**config.mk**
```make
export PLATFORM = sky130hd
export DESIGN_NAME = game_ctrl_flat
export DESIGN_NICKNAME = d
export VERILOG_FILES = /design/src/rtl/game_ctrl_if.sv /design/src/rtl/game_ctrl.sv /design/src/flat_wrapper.sv
export SDC_FILE = /design/constraint.sdc
export NUM_CORES = 1
export LEC_CHECK = 0
export BUFFER_PORTS_ARGS = -buffer_cell sky130_fd_sc_hd__buf_4
export CORE_MARGIN = 2
export CORE_UTILIZATION = 30
export CTS_BUF_LIST = sky130_fd_sc_hd__clkbuf_8
export DETAILED_ROUTE_END_ITERATION = 16
export PLACE_DENSITY_LB_ADDON = 0.2
export SETUP_SLACK_MARGIN = 0.05
export SYNTH_ARGS = -nofsm -noshare
export SYNTH_HDL_FRONTEND = slang
export SYNTH_SLANG_ARGS = --single-unit
```
**constraint.sdc**
```tcl
create_clock -name clk -period 2.15 [get_ports clk]
set_clock_uncertainty 0.05 [all_clocks]
set_input_delay 0.43 -clock clk [delete_from_list [all_inputs] [get_ports clk]]
set_output_delay 0.43 -clock clk [all_outputs]
set_load 0.01 [all_outputs]
```
**src/rtl/game_ctrl_if.sv**
```systemverilog
// Game sequencer bus: button/event inputs toward the controller, status outputs back.
interface game_ctrl_if #(
  parameter int unsigned LEVEL_W = 10
);
  logic               tick;
  logic               start_btn;
  logic               pause_btn;
  logic               collision;
  logic               goal;
  logic [LEVEL_W-1:0] level;
  logic [1:0]         lives;
  logic [2:0]         state;
  logic               freeze;
  logic               rst_player;
  logic               game_over;
  logic               win;

  // Driver side: buttons, frame tick and update-block events.
  modport master (
    output tick, start_btn, pause_btn, collision, goal,
    input  level, lives, state, freeze, rst_player, game_over, win
  );

  // Controller side.
  modport slave (
    input  tick, start_btn, pause_btn, collision, goal,
    output level, lives, state, freeze, rst_player, game_over, win
  );
endinterface

```
**src/rtl/game_ctrl.sv**
```systemverilog
// Game sequencer: run/pause/death/level-up/game-over FSM with level and lives tracking.
module game_ctrl #(
  parameter int unsigned LIVES_INIT    = 3,
  parameter int unsigned MAX_LEVEL     = 9,
  parameter int unsigned LEVEL_W       = 10,
  parameter int unsigned DEATH_TICKS   = 30,
  parameter int unsigned LEVELUP_TICKS = 60
) (
  input  logic        clk,
  input  logic        reset,
  game_ctrl_if.slave  bus
);

  localparam int unsigned TIMER_MAX = (DEATH_TICKS > LEVELUP_TICKS) ? DEATH_TICKS : LEVELUP_TICKS;
  localparam int unsigned TIMER_W   = $clog2(TIMER_MAX + 1);

  typedef enum logic [2:0] {
    IDLE     = 3'd0,
    PLAY     = 3'd1,
    PAUSED   = 3'd2,
    DYING    = 3'd3,
    LEVEL_UP = 3'd4,
    OVER     = 3'd5
  } state_t;

  state_t             state_q, state_d;
  logic [LEVEL_W-1:0] level_q, level_d;
  logic [1:0]         lives_q, lives_d;
  logic [TIMER_W-1:0] timer_q, timer_d;
  logic               win_q, win_d;
  logic               rst_player_q, rst_player_d;
  logic               freeze_q;
  logic               game_over_q;
  logic               start_prev, pause_prev;
  logic               start_rise, pause_rise;

  assign start_rise = bus.start_btn & ~start_prev;
  assign pause_rise = bus.pause_btn & ~pause_prev;

  // State and output registers; button history resets high so a held button is not an event.
  always_ff @(posedge clk) begin
    if (reset) begin
      state_q      <= IDLE;
      level_q      <= LEVEL_W'(1);
      lives_q      <= 2'(LIVES_INIT);
      timer_q      <= '0;
      win_q        <= 1'b0;
      rst_player_q <= 1'b0;
      freeze_q     <= 1'b1;
      game_over_q  <= 1'b0;
      start_prev   <= 1'b1;
      pause_prev   <= 1'b1;
    end else begin
      state_q      <= state_d;
      level_q      <= level_d;
      lives_q      <= lives_d;
      timer_q      <= timer_d;
      win_q        <= win_d;
      rst_player_q <= rst_player_d;
      freeze_q     <= (state_d != PLAY);
      game_over_q  <= (state_d == OVER);
      start_prev   <= bus.start_btn;
      pause_prev   <= bus.pause_btn;
    end
  end

  // Next-state and next-output logic.
  always_comb begin
    state_d      = state_q;
    level_d      = level_q;
    lives_d      = lives_q;
    timer_d      = timer_q;
    win_d        = win_q;
    rst_player_d = 1'b0;

    case (state_q)
      IDLE: begin
        level_d = LEVEL_W'(1);
        lives_d = 2'(LIVES_INIT);
        win_d   = 1'b0;
        if (start_rise) begin
          state_d      = PLAY;
          rst_player_d = 1'b1;
        end
      end
      PLAY: begin
        if (bus.collision) begin
          if (lives_q <= 2'd1) begin
            lives_d = 2'd0;
            win_d   = 1'b0;
            state_d = OVER;
          end else begin
            lives_d = lives_q - 2'd1;
            timer_d = TIMER_W'(DEATH_TICKS);
            state_d = DYING;
          end
        end else if (bus.goal) begin
          if (level_q >= LEVEL_W'(MAX_LEVEL)) begin
            win_d   = 1'b1;
            state_d = OVER;
          end else begin
            timer_d = TIMER_W'(LEVELUP_TICKS);
            state_d = LEVEL_UP;
          end
        end else if (pause_rise) begin
          state_d = PAUSED;
        end
      end
      PAUSED: begin
        if (pause_rise) state_d = PLAY;
      end
      DYING, LEVEL_UP: begin
        if (bus.tick) begin
          if (timer_q <= TIMER_W'(1)) begin
            timer_d      = '0;
            rst_player_d = 1'b1;
            state_d      = PLAY;
            if (state_q == LEVEL_UP && level_q < LEVEL_W'(MAX_LEVEL))
              level_d = level_q + LEVEL_W'(1);
          end else begin
            timer_d = timer_q - TIMER_W'(1);
          end
        end
      end
      OVER: begin
        if (start_rise) begin
          level_d = LEVEL_W'(1);
          lives_d = 2'(LIVES_INIT);
          win_d   = 1'b0;
          state_d = IDLE;
        end
      end
      default: state_d = IDLE;
    endcase
  end

  assign bus.state      = state_q;
  assign bus.level      = level_q;
  assign bus.lives      = lives_q;
  assign bus.freeze     = freeze_q;
  assign bus.rst_player = rst_player_q;
  assign bus.game_over  = game_over_q;
  assign bus.win        = win_q;

endmodule

```
**src/flat_wrapper.sv**
```systemverilog
// flat-port wrapper written by rule: the top's interface ports become plain ports
module game_ctrl_flat 
#(
  parameter int unsigned LIVES_INIT    = 3,
  parameter int unsigned MAX_LEVEL     = 9,
  parameter int unsigned LEVEL_W       = 10,
  parameter int unsigned DEATH_TICKS   = 30,
  parameter int unsigned LEVELUP_TICKS = 60
)
  (clk, reset, bus_tick, bus_start_btn, bus_pause_btn, bus_collision, bus_goal, bus_level, bus_lives, bus_state, bus_freeze, bus_rst_player, bus_game_over, bus_win);
  game_ctrl_if #(.LEVEL_W(LEVEL_W)) bus_i ();
  input  logic clk;
  input  logic reset;
  input wire logic [$bits(bus_i.tick)-1:0] bus_tick;
  input wire logic [$bits(bus_i.start_btn)-1:0] bus_start_btn;
  input wire logic [$bits(bus_i.pause_btn)-1:0] bus_pause_btn;
  input wire logic [$bits(bus_i.collision)-1:0] bus_collision;
  input wire logic [$bits(bus_i.goal)-1:0] bus_goal;
  output wire logic [$bits(bus_i.level)-1:0] bus_level;
  output wire logic [$bits(bus_i.lives)-1:0] bus_lives;
  output wire logic [$bits(bus_i.state)-1:0] bus_state;
  output wire logic [$bits(bus_i.freeze)-1:0] bus_freeze;
  output wire logic [$bits(bus_i.rst_player)-1:0] bus_rst_player;
  output wire logic [$bits(bus_i.game_over)-1:0] bus_game_over;
  output wire logic [$bits(bus_i.win)-1:0] bus_win;
  assign bus_i.tick = bus_tick;
  assign bus_i.start_btn = bus_start_btn;
  assign bus_i.pause_btn = bus_pause_btn;
  assign bus_i.collision = bus_collision;
  assign bus_i.goal = bus_goal;
  assign bus_level = bus_i.level;
  assign bus_lives = bus_i.lives;
  assign bus_state = bus_i.state;
  assign bus_freeze = bus_i.freeze;
  assign bus_rst_player = bus_i.rst_player;
  assign bus_game_over = bus_i.game_over;
  assign bus_win = bus_i.win;
  game_ctrl #(.LIVES_INIT(LIVES_INIT), .MAX_LEVEL(MAX_LEVEL), .LEVEL_W(LEVEL_W), .DEATH_TICKS(DEATH_TICKS), .LEVELUP_TICKS(LEVELUP_TICKS)) u_core (.clk(clk), .reset(reset), .bus(bus_i));
endmodule
```
==> impl_metrics.csv <==
group,metric,value,unit
synthesis,ys_top_cells_by_area,"dfxtp_1 (37%), ha_1 (4.3%), nor2b_1 (4.3%)",
critical_path,path_cells,"inv_2 > ha_2 > or3b_4 > a211oi_4 > a221oi_4 > buf_6 > or2_4 > o32ai_1",
sta,relSlewSlack,65.4,%
hold_path,hold_class,"input port to flop",
die,row_count,25,
routing,first_pass_iters,4,
global_routing,grt-ovfl-total,0,
routing,viasPerCell,4.90,
global_routing,grtUsageTotal,13.4,%
routing,drt-total-wl,3460,um
synthesis,synth-edff-count,0,
synthesis,synthCells,171,
critical_path,rr_startpoint,"u_core.bus.level[0]$_SDFFE_PP1P_",
synthesis,synth_largest_area_cell,"dfxtp_1",
final_layout,multi_input_area,933,um2
sta,worst_pin_slew,0.512,ns
routing,wl_per_cell,12.5,um
global_routing,antenna_found_initial,0,
clock_tree,htreeDepth,1,
synthesis,ys_warn_count,0,
final_layout,antenna_cells,0,
final_layout,layout-drive-gt1-share,35.4,%
clock_tree,path_clk_slew,0.10,ns
critical_path,path_max_fanout,5,
final_layout,area_growth,32.9,%
critical_path,slowest_stage,"or3b_4",
critical_path,cp_data_arrival_time,2.17,ns
synthesis,synth_top_cell_area_share,36.7,%
synthesis,syn_avg_cell_area,8.60,um2
clock_tree,cts_sinks,27,
place,place.gp.congestion,0.803,
global_routing,grt_pass1_wl,5770,um
sta,hold_viol,0,
final_layout,fillers,487,
power,p_total,0.00103,W
final_layout,regArea,544,um2
sta,slew_viol_final,0,
sta,fin_crit_sh,94.3,%
sta,setup_viol,0,
place,place_hpwl,2570,um
die,dieHeight,74.0,um
sta,max_freq,0.493,GHz
synthesis,syn-cell-area,1470,um2
hold_path,whs_path_depth,2,
sta,fin_crit,2.03,ns
routing,first_iter_violations,54,
power,power.density,526,nW/um2
hold_path,hold_start,"bus_pause_btn",
place,io_buffers,25,
critical_path,cpPeakStageDelay,0.38,ns
sta,rsz0062_at_grt,"no",
clock_tree,clock_tree.root_cell,"clkbuf_8",
final_layout,utilization,41.4,%
routing,antenna_left,0,
clock_tree,cts_buffers,3,
synthesis,ys_ff_latch,27,
critical_path,crit_required,2.29,ns
final_layout,nNetsFinal,222,
critical_path,reg2reg_depth,8,
routing,dr_total_vias,1353,
die,die_w,74.0,um
critical_path,critPathCaptureType,"flop",
routing,drcViolationCount,0,
synthesis,yosysUniqueCellTypes,48,
die,fp.coreArea,4720,um2
clock_tree,clock_path_buffers,2,
run,maxCapViolCount,0,
power,peakVddDrop,0.209,mV
clock_tree,cts_hold_buf,0,
clock_tree,clk-insertion-delay-late,0.28,ns
global_routing,grt_pass1_vias,1259,
synthesis,ys_seq_area_share,36.7,%
die,ios,26,
clock_tree,tritoncts,"done",
outcome,outcome,"finished, final reports clean",
synthesis,synthArstFlopShare,0,%
synthesis,ys.flop_type,"dfxtp_1",
synthesis,synth_most_common_cell,"dfxtp_1",
global_routing,grt_max_degree,22,
critical_path,path_class,"flop to flop",
critical_path,worst_setup_path_start_kind,"flop",
synthesis,synth_fp_nets,183,
die,start_util,31.2,%
critical_path,critPathLaunch,"u_core.bus.level[0]$_SDFFE_PP1P_",
synthesis,synthTopCellsByCount,"dfxtp_1 (27), nor2_1 (12), a21oi_1 (11)",
die,die-area,5480,um2
power,p_leak,0.813,nW
-- final timing paths --
check                                          end  slack, ns
setup / recovery    u_core.timer_q[2]$_SDFFE_PP0P_       0.12
hold / removal        u_core.pause_prev$_SDFF_PP1_       0.29
setup reg to reg    u_core.timer_q[2]$_SDFFE_PP0P_       0.12
hold reg to reg   u_core.bus.level[7]$_SDFFE_PP0P_       0.44
-- what timing repair did --
item,in CTS,in global routing
cloned,0,0
setup endpoints to repair,7,10
pin swaps,2,4
gates resized for setup,4,12
buffers inserted,2,1
-- critical path: cells and delay by family (launching register included) --
kind,cells,cell delay (ns)
AOI/OAI and AO/OA,3,0.56
adders and majority gates,1,0.16
buffers and inverters,2,0.20
DFF,1,0.35
and+or+nand+nor,2,0.62
-- layout by cell type (no fill, tap or decap), types with 4 or more instances in the layout --
master    synthesis  layout
nor3_1            6       6
or2_2             7       7
a21oi_1          11       9
nand2_1          10      10
nand2b_1          4       4
nor2b_1          10      10
inv_1             9       7
and3_1            4       4
o21ai_0           5       5
nor2_1           12      12
dfxtp_1          27      24
ha_1              5       4
buf_4             0      40
and2_1            6       6
-- where the power goes --
part	switching [W]	internal, W
sequential	0.0000152	0.000514
clock	0.000171	0.000132
combinational	0.000104	0.0000918
-- stage by stage --
step / std cells / cell area [um2] / setup TNS [ns] / hold slack [ns] / setup WS, ns
3_5_place_dp: 269 / 1810 / -0.0239 / 0.413 / -0.0239
6_report: 276 / 1960 / 0 / 0.291 / 0.122
5_1_grt: 276 / 1960 / 0 / 0.294 / 0.0401
3_3_place_gp: 269 / 1810 / 0 / 0.420 / 0.0597
2_1_floorplan: 171 / 1470 / 0 / 0.435 / 0.0582
4_1_cts: 275 / 1900 / 0 / 0.289 / 0.0594
-- per-layer routing --
metal	GRT usage (%)	vias to the layer above	routed length, um
met1	18.5	637	1650
met3	2.44	4	125
met5	0	-	0
met2	21.1	21	1650
li1	-	691	-
met4	4.65	0	32
-- registers in the layout, indices dropped and copies added, names as in the netlist, 2 cells and up --
name and count:
u_core.timer_q 6, u_core.bus.state 3, u_core.bus.lives 2, u_core.bus.level 10
-- kinds of logic after synthesis --
logic type	count (synthesis)	share of synthesized area (%)
muxes	1	0.680
buffers and inverters	16	4.25
xor gates and xnor gates	1	0.595
AOI/OAI and AO/OA	42	22.5
adders and majority gates	5	4.25
DFF	27	36.7
and+or+nand+nor	79	31.0
-- area by class of cell --
type / count / area share (%)
Multi-Input combinational cell: 128 / 47.7
Sequential cell: 27 / 27.8
Clock inverter: 1 / 0.384
Timing Repair Buffer: 41 / 15.9
Inverter: 9 / 1.73
Tap cell: 67 / 4.29
Clock buffer: 3 / 2.11
(Power assumes the default switching activity.)
